**config.mk**
```make
export PLATFORM = sky130hd
export DESIGN_NAME = tensor_hmma_sequencer
export DESIGN_NICKNAME = d
export VERILOG_FILES = /design/src/rtl/tensor_hmma_sequencer.sv
export SDC_FILE = /design/constraint.sdc
export NUM_CORES = 1
export LEC_CHECK = 0
export ABC_CLOCK_PERIOD_IN_PS = 2350
export CORE_MARGIN = 2
export CORE_UTILIZATION = 40
export CTS_BUF_LIST = sky130_fd_sc_hd__clkbuf_4 sky130_fd_sc_hd__clkbuf_8 sky130_fd_sc_hd__clkbuf_16
export CTS_CLUSTER_DIAMETER = 100
export DETAILED_ROUTE_END_ITERATION = 6
export PLACE_DENSITY = 0.86
export SYNTH_ARGS = -nofsm -noshare
export SYNTH_HDL_FRONTEND = slang
export SYNTH_SLANG_ARGS = --single-unit
```
**constraint.sdc**
```tcl
create_clock -name clk -period 2.35 [get_ports clk]
set_clock_uncertainty 0.05 [all_clocks]
set_input_delay 0.235 -clock clk [delete_from_list [all_inputs] [get_ports clk]]
set_output_delay 0.235 -clock clk [all_outputs]
set_load 0.05 [all_outputs]
```
**src/rtl/tensor_hmma_sequencer.sv**
```systemverilog
// rtl/tensor_hmma_sequencer.sv - round-robin HMMA macro issue sequencer with step credit throttling
module tensor_hmma_sequencer #(
  parameter int NUM_REQ     = 4,
  parameter int TAGW        = 16,
  parameter int MAX_CREDITS = 4,
  localparam int SELW       = $clog2(NUM_REQ),
  localparam int CW         = $clog2(MAX_CREDITS + 1)
) (
  input  logic                    clk,
  input  logic                    reset,
  input  logic [NUM_REQ-1:0]      req_valid,
  input  logic [NUM_REQ*TAGW-1:0] req_tag,
  output logic [NUM_REQ-1:0]      req_ready,
  output logic                    dp_valid,
  input  logic                    dp_ready,
  output logic [1:0]              dp_step,
  output logic                    dp_substep,
  output logic [SELW-1:0]         dp_sel,
  output logic [TAGW-1:0]         dp_tag,
  input  logic                    res_retire,
  output logic                    idle,
  output logic                    credit_err
);

  localparam logic [0:0]      ST_IDLE  = 1'b0;
  localparam logic [0:0]      ST_ISSUE = 1'b1;
  localparam logic [CW-1:0]   CRED_MAX = CW'(MAX_CREDITS);
  localparam logic [SELW-1:0] SEL_LAST = SELW'(NUM_REQ - 1);

  logic [0:0]      state;
  logic [SELW-1:0] rr_ptr;
  logic [2:0]      beat;
  logic [CW-1:0]   credits;

  logic            grant_found;
  logic [SELW-1:0] grant_sel;
  logic            fire;
  logic            consume;
  logic            last_fire;

  // Round-robin pick: lowest offset from rr_ptr wins, so scan offsets high to low and let later hits override.
  always_comb begin
    int              idx;
    logic [SELW-1:0] idx_s;
    idx         = 0;
    idx_s       = '0;
    grant_found = 1'b0;
    grant_sel   = '0;
    for (int i = NUM_REQ - 1; i >= 0; i--) begin
      idx = int'(rr_ptr) + i;
      if (idx >= NUM_REQ) idx = idx - NUM_REQ;
      idx_s = SELW'(idx);
      if (req_valid[idx_s]) begin
        grant_found = 1'b1;
        grant_sel   = idx_s;
      end
    end
  end

  assign fire      = dp_valid && dp_ready;
  assign consume   = fire && beat[0];
  assign last_fire = fire && (beat == 3'd7);

  // Beat outputs come straight from the beat counter; a credit gates the buffered half and the compute half rides on it.
  always_comb begin
    dp_valid   = (state == ST_ISSUE) && (credits != '0);
    dp_step    = beat[2:1];
    dp_substep = beat[0];
    idle       = (state == ST_IDLE) && (credits == CRED_MAX);
    req_ready  = '0;
    if (last_fire) req_ready[dp_sel] = 1'b1;
  end

  // Grant/issue FSM: lock one slot, walk its 8 beats, then advance the round-robin pointer past it.
  always_ff @(posedge clk or posedge reset) begin
    if (reset) begin
      state  <= ST_IDLE;
      rr_ptr <= '0;
      beat   <= '0;
      dp_sel <= '0;
      dp_tag <= '0;
    end else begin
      case (state)
        ST_IDLE: begin
          if (grant_found) begin
            state  <= ST_ISSUE;
            dp_sel <= grant_sel;
            dp_tag <= req_tag[grant_sel*TAGW +: TAGW];
            beat   <= '0;
          end
        end
        ST_ISSUE: begin
          if (fire) begin
            beat <= beat + 3'd1;
            if (beat == 3'd7) begin
              state  <= ST_IDLE;
              rr_ptr <= (dp_sel == SEL_LAST) ? '0 : dp_sel + 1'b1;
            end
          end
        end
        default: state <= ST_IDLE;
      endcase
    end
  end

  // Credit counter: retire returns one, a compute-half fire takes one; a return into a full pool is flagged and dropped.
  always_ff @(posedge clk or posedge reset) begin
    if (reset) begin
      credits    <= CRED_MAX;
      credit_err <= 1'b0;
    end else begin
      case ({res_retire, consume})
        2'b10: begin
          if (credits == CRED_MAX) credit_err <= 1'b1;
          else                     credits    <= credits + 1'b1;
        end
        2'b01:   credits <= credits - 1'b1;
        default: ;
      endcase
    end
  end

endmodule

```
Word level (Yosys, flattened, before mapping)
Index checks and enable logic that the tools add are counted.
W data, S select, Z words.
{"block": "totals", "register_bits": 28, "inputBits": 72, "wordCells": 84}
{"block": "classes", "addsub": 11, "n_lt_le_gt_ge": 10, "eq_ne": 8, "n_shift": 1, "muxes": 33, "n_bitwise": 1, "reduce_logical": 13}
{"operator": "$shiftx A64 B7 Y16", "count": 1}
{"operator": "$mux W2", "count": 9}
{"operator": "$lt A2 B3 Y1 const B", "count": 5}
{"operator": "$mux W1", "count": 12}
{"operator": "$pmux W3 S2", "count": 2}
{"operator": "$ge A3 B3 Y1 const B", "count": 3}
{"operator": "$mux W3", "count": 3}
{"operator": "$bmux W1 S2", "count": 4}
{"operator": "$reduce_and A2 Y1", "count": 4}
{"operator": "$sub A2 B1 Y2 const B", "count": 4}
{"operator": "$add A2 B2 Y3 const B", "count": 2}
{"operator": "$add A3 B1 Y3 const B", "count": 2}
{"operator": "$eq A3 B3 Y1 const B", "count": 2}
{"operator": "$logic_and A1 B1 Y1", "count": 6}
{"operator": "$eq A2 B2 Y1 const B", "count": 2}
{"operator": "$mux W4", "count": 1}
{"operator": "$ne A2 B2 Y1 const B", "count": 2}
{"operator": "$add A2 B1 Y3 const B", "count": 1}
{"operator": "$ge A2 B3 Y1 const B", "count": 1}
{"operator": "$reduce_and A3 Y1", "count": 1}
{"operator": "$reduce_bool A3 Y1", "count": 1}
{"operator": "$sub A3 B1 Y3 const B", "count": 1}
{"operator": "$add A2 B1 Y2 const B", "count": 1}
{"operator": "$demux W1 S2", "count": 1}
{"operator": "other kinds (6)", "count": 6}

Depth between registers and ports, before layout
{"block": "depth", "word_depth": 11, "mapped_depth": 8, "mapped_depth_nobuf": 8}

Least setup slack after synthesis
No wires, ideal clock.
{"block": "synth_timing", "path_kind": "register -> register", "from": "register rr_ptr[1]", "to": "register dp_tag[0]", "setup_ns": 0.123, "t_arrival_ns": 1.875, "required_time_ns": 2.177, "slack_ns": 0.303, "stages_incl_launch_ff": 9, "n_path_buf": 3, "period_less_slack_ns": 2.047, "cell_sequence": "dfrtp_1 -> buf_6 -> mux2_4 -> and2_4 -> buf_6 -> nor2_8 -> buf_12 -> mux2_4 -> o221a_2"}
{"block": "synth_between", "elab_chain_cells": 10, "elab_cells_between_ends": 33}
{"item": "from (decl)", "line_no": "31", "source": "logic [SELW-1:0] rr_ptr;"}
{"item": "from (signal assigned)", "line_no": "97", "source": "rr_ptr <= (dp_sel == SEL_LAST) ? '0 : dp_sel + 1'b1;"}
{"item": "$add A2 B2 Y3", "line_no": "50", "source": "idx = int'(rr_ptr) + i;"}
{"item": "$ge A3 B3 Y1 / $sub A2 B1 Y2 (equally long branches)", "line_no": "51", "source": "if (idx >= NUM_REQ) idx = idx - NUM_REQ;"}
{"item": "$mux W2", "line_no": "51"}
{"item": "$bmux W1 S2", "line_no": "53", "source": "if (req_valid[idx_s]) begin"}
{"item": "$mux W1 (not written as such)", "line_no": "53"}
{"item": "$mux W2 / $mux W1 (equally long branches) (4 in a row)", "line_no": "53"}
{"item": "$shiftx A64 B7 Y16 / $reduce_and A2 Y1 (equally long branches)"}
{"item": "to (signal assigned)", "line_no": "88", "source": "dp_tag <= req_tag[grant_sel*TAGW +: TAGW];"}
{"item": "to (decl)", "line_no": "19", "source": "output logic [TAGW-1:0] dp_tag,"}
Several ways; a longest one is shown, not always the timed one. The select of a mux whose other input is x is not followed.
A chain may end at the register's enable or synchronous reset.

Worst setup path in the final report
{"block": "layout_timing", "from": "register rr_ptr[1]", "to": "register dp_tag[8]"}
The elaborated chain is that of the path after synthesis.

==> results.md <==
* Fmax achieved at 457 MHz
* Unrepaired setup endpoints after global routing: false
* Clk_lat worst skew at 0.28 ns
* # setup viols final at 0
* Pwr/cell area at 1240 nW/um^2
* Setup_tns at 0 ns
* Core area at 4690 sq um
* ANT nets after route at 0
* Post-synth EDFFs at 0
* Slew headroom at 0.570
* Area growth from synthesis to layout at 60.3%
* Syn Area/Cell at 9.83 sq um
* Net Sw Frac at 0.471
* Crit Path Class: flop to flop
* Clock buffer depth at 2
* CTS root buf: clkbuf_8
* CP Data Required Time at 2.48 ns
* Synth cell types at 40
* Mapped Cells at 198
* Die ar. at 5440 sq um
* Avg WL per Cell at 15.8 um
* Port-buffer cells at 99
* Yosys Warn Count at 0
* Combinational share of power at 0.654
* Worst path slowest cell: dfrtp_1
* ANT cells at 0
* Die Y-Extent at 73.7 um
* Num ports at 100
* Placed cell count at 347
* Tot Pwr at 3.86 mW
* RR Startpoint: rr_ptr[1]
* Final Hold Fails at 0
* First-pass GRT wire length at 9030 um
* Flop pwr share at 0.244
* Seq/Total Area, Yosys at 0.361
* Initial DRC count at 122
* Worst Hold Class: primary input to async pin
* Syn Nets at 277
* Worst-path clk slew at 0.11 ns
* Aggregate global routing overflow at 0
* CTS tree: done
* Clock power share at 0.102
* Outcome: completed
* Max H-tree Level at 1
* Final Max Tran Viols at 0
* Clock sink total at 28
* Worst Path Buf+Inv at 0
* Final Util at 0.665
* Post-CTS Setup Inserts at 0
* Vias/cell at 5.53
* Crit Path Max Fanout at 17
* Async set or reset register ratio after synthesis at 1.00
* Net switching power at 1.81 mW
* Final wirelength at 5540 um
* Endpoint type of the worst setup path: flop
* VDD IR max at 0.000520 V
* Final min period at 2.19 ns
* Total track usage at 0.213
* DRT Pass-1 Iters at 4
* # hold bufs at CTS at 0
* Die width at 73.7 um
* Worst path max stage delay at 0.56 ns
* Total number of vias at 1940
* Initial Util at 0.415
* Worst-path cell chain: mux2_4 > and2_4 > nor2_8 > mux2_2 > o221a_2
* DRC at 0
* Vias in the first global route at 2003
* Routability congestion estimate at 0.858
* Leakage power at 1.26 nW
* Total CTS buffers at 3
* Fraction of layout cells with a size suffix above 1 at 0.195
* Rows at 25
* CP Launch Type: flop
* Worst EP arrival at 2.32 ns
* Worst-Margin Slew at 0.645 ns
* Register bit total from synthesis at 28
* Cell Area, Synth at 1950 sq um
* Largest net degree at the start of global routing at 29
* Cell-internal power at 2.04 mW
* Period utilization at 0.932
* Non-filler cells, final at 351
* Crit path max-delay family: multiplexers
* Most used DFF post-synth: dfrtp_1
* Initial antenna violation count at 0
* Final HPWL DP at 4190 um
* Maxcap violations at 0
* Origin of the worst setup path: rr_ptr[1]
* Final Net Count at 377
-- cell usage after synthesis, types with 2 or more instances --
cell type,instances,area share
buf_2,2,0.0051
dfrtp_1,27,0.35
mux2_4,10,0.077
ha_1,6,0.039
mux2_2,8,0.046
nand2_1,16,0.031
buf_6,2,0.012
nor2_1,5,0.0096
and3_1,4,0.013
o21ai_0,21,0.054
o31a_1,2,0.0090
inv_1,7,0.014
a21boi_0,2,0.0077
nand3_1,32,0.082
a21oi_1,5,0.013
nand2b_1,2,0.0064
clkbuf_1,9,0.017
o221a_2,16,0.093
-- layout make-up --
type	count	area [sq um]
clock buffers	3	41.3
clock inverters	1	30.0
fillers	380	1570
inverters	7	26.3
multi-input cells	149	1130
flip-flops and latches	28	702
well taps	54	67.6
repair buffers	109	1120
-- layer usage --
metal	vias up	global-route usage	wire length, um
li1	942	-	-
met3	4	0.0508	502
met2	85	0.361	2650
met5	-	0	0
met4	0	0.0545	32
met1	909	0.271	2360
-- layout by cell type (no fill, tap or decap), types with 3 or more instances in the layout --
master / count
a21oi_1: 5
and3_1: 4
buf_12: 5
buf_4: 9
clkbuf_8: 3
clkdlybuf4s50_1: 95
dfrtp_1: 27
ha_1: 6
inv_1: 7
mux2_2: 8
mux2_4: 10
nand2_1: 16
nand3_1: 32
nor2_1: 4
o21ai_0: 21
o221a_2: 16
-- flip-flops by register name, indices dropped and copies added, names as in the netlist --
name,flops
beat,3
credit_err,1
credits,3
dp_sel,2
dp_tag,16
rr_ptr,2
state,1
-- power groups by stage --
stage | Sequential, mW | Combinational (mW) | Clock [mW]
after floorplan | 1.53 | 1.15 | 0
after global placement | 0.940 | 2.46 | 0
after detailed placement | 0.947 | 2.53 | 0
after CTS | 0.938 | 2.54 | 0.394
after global routing | 0.976 | 2.70 | 0.410
final | 0.941 | 2.52 | 0.392
-- path summary, 6_finish.rpt --
| kind | slack (ns) | depth (start not counted) | end |
|---|---|---|---|
| min reg2reg | 0.44 | 1 | credit_err |
| max in group asynchronous | 1.65 | 3 | credits[2] |
| min in group clk | 0.44 | 1 | credit_err |
| max reg2reg | 0.16 | 5 | dp_tag[8] |
| max | 0.16 | 5 | dp_tag[8] |
| min | 0.27 | 3 | dp_tag[15] |
-- repair_timing --
action / 4_1_cts / 5_1_grt
hold endpoints to repair: 0 / 0
gates resized for setup: 0 / 1
endpoints found under the setup margin: 0 / 1
-- worst min-delay path, cell delays in order --
cell,delay [ns]
clkdlybuf4s50_1,0.40
inv_1,0.06
buf_4,0.33
-- through the flow --
stage               area, sq um  hold slack [ns]  worst slack, ns
finish                     3120            0.273            0.160
global route               3120            0.319           0.0232
CTS                        3120            0.295            0.165
detailed placement         3050            0.419           0.0195
global placement           3050            0.415           0.0664
floorplan                  1950            0.250            0.303
-- kinds of logic after synthesis --
kind of cell	share of synthesized area
flops	0.361
simple gates	0.175
compound gates	0.229
fa+ha+maj	0.0489
mux	0.129
buf+inv	0.0579
No activity file was read; power rests on OpenSTA's default activity.
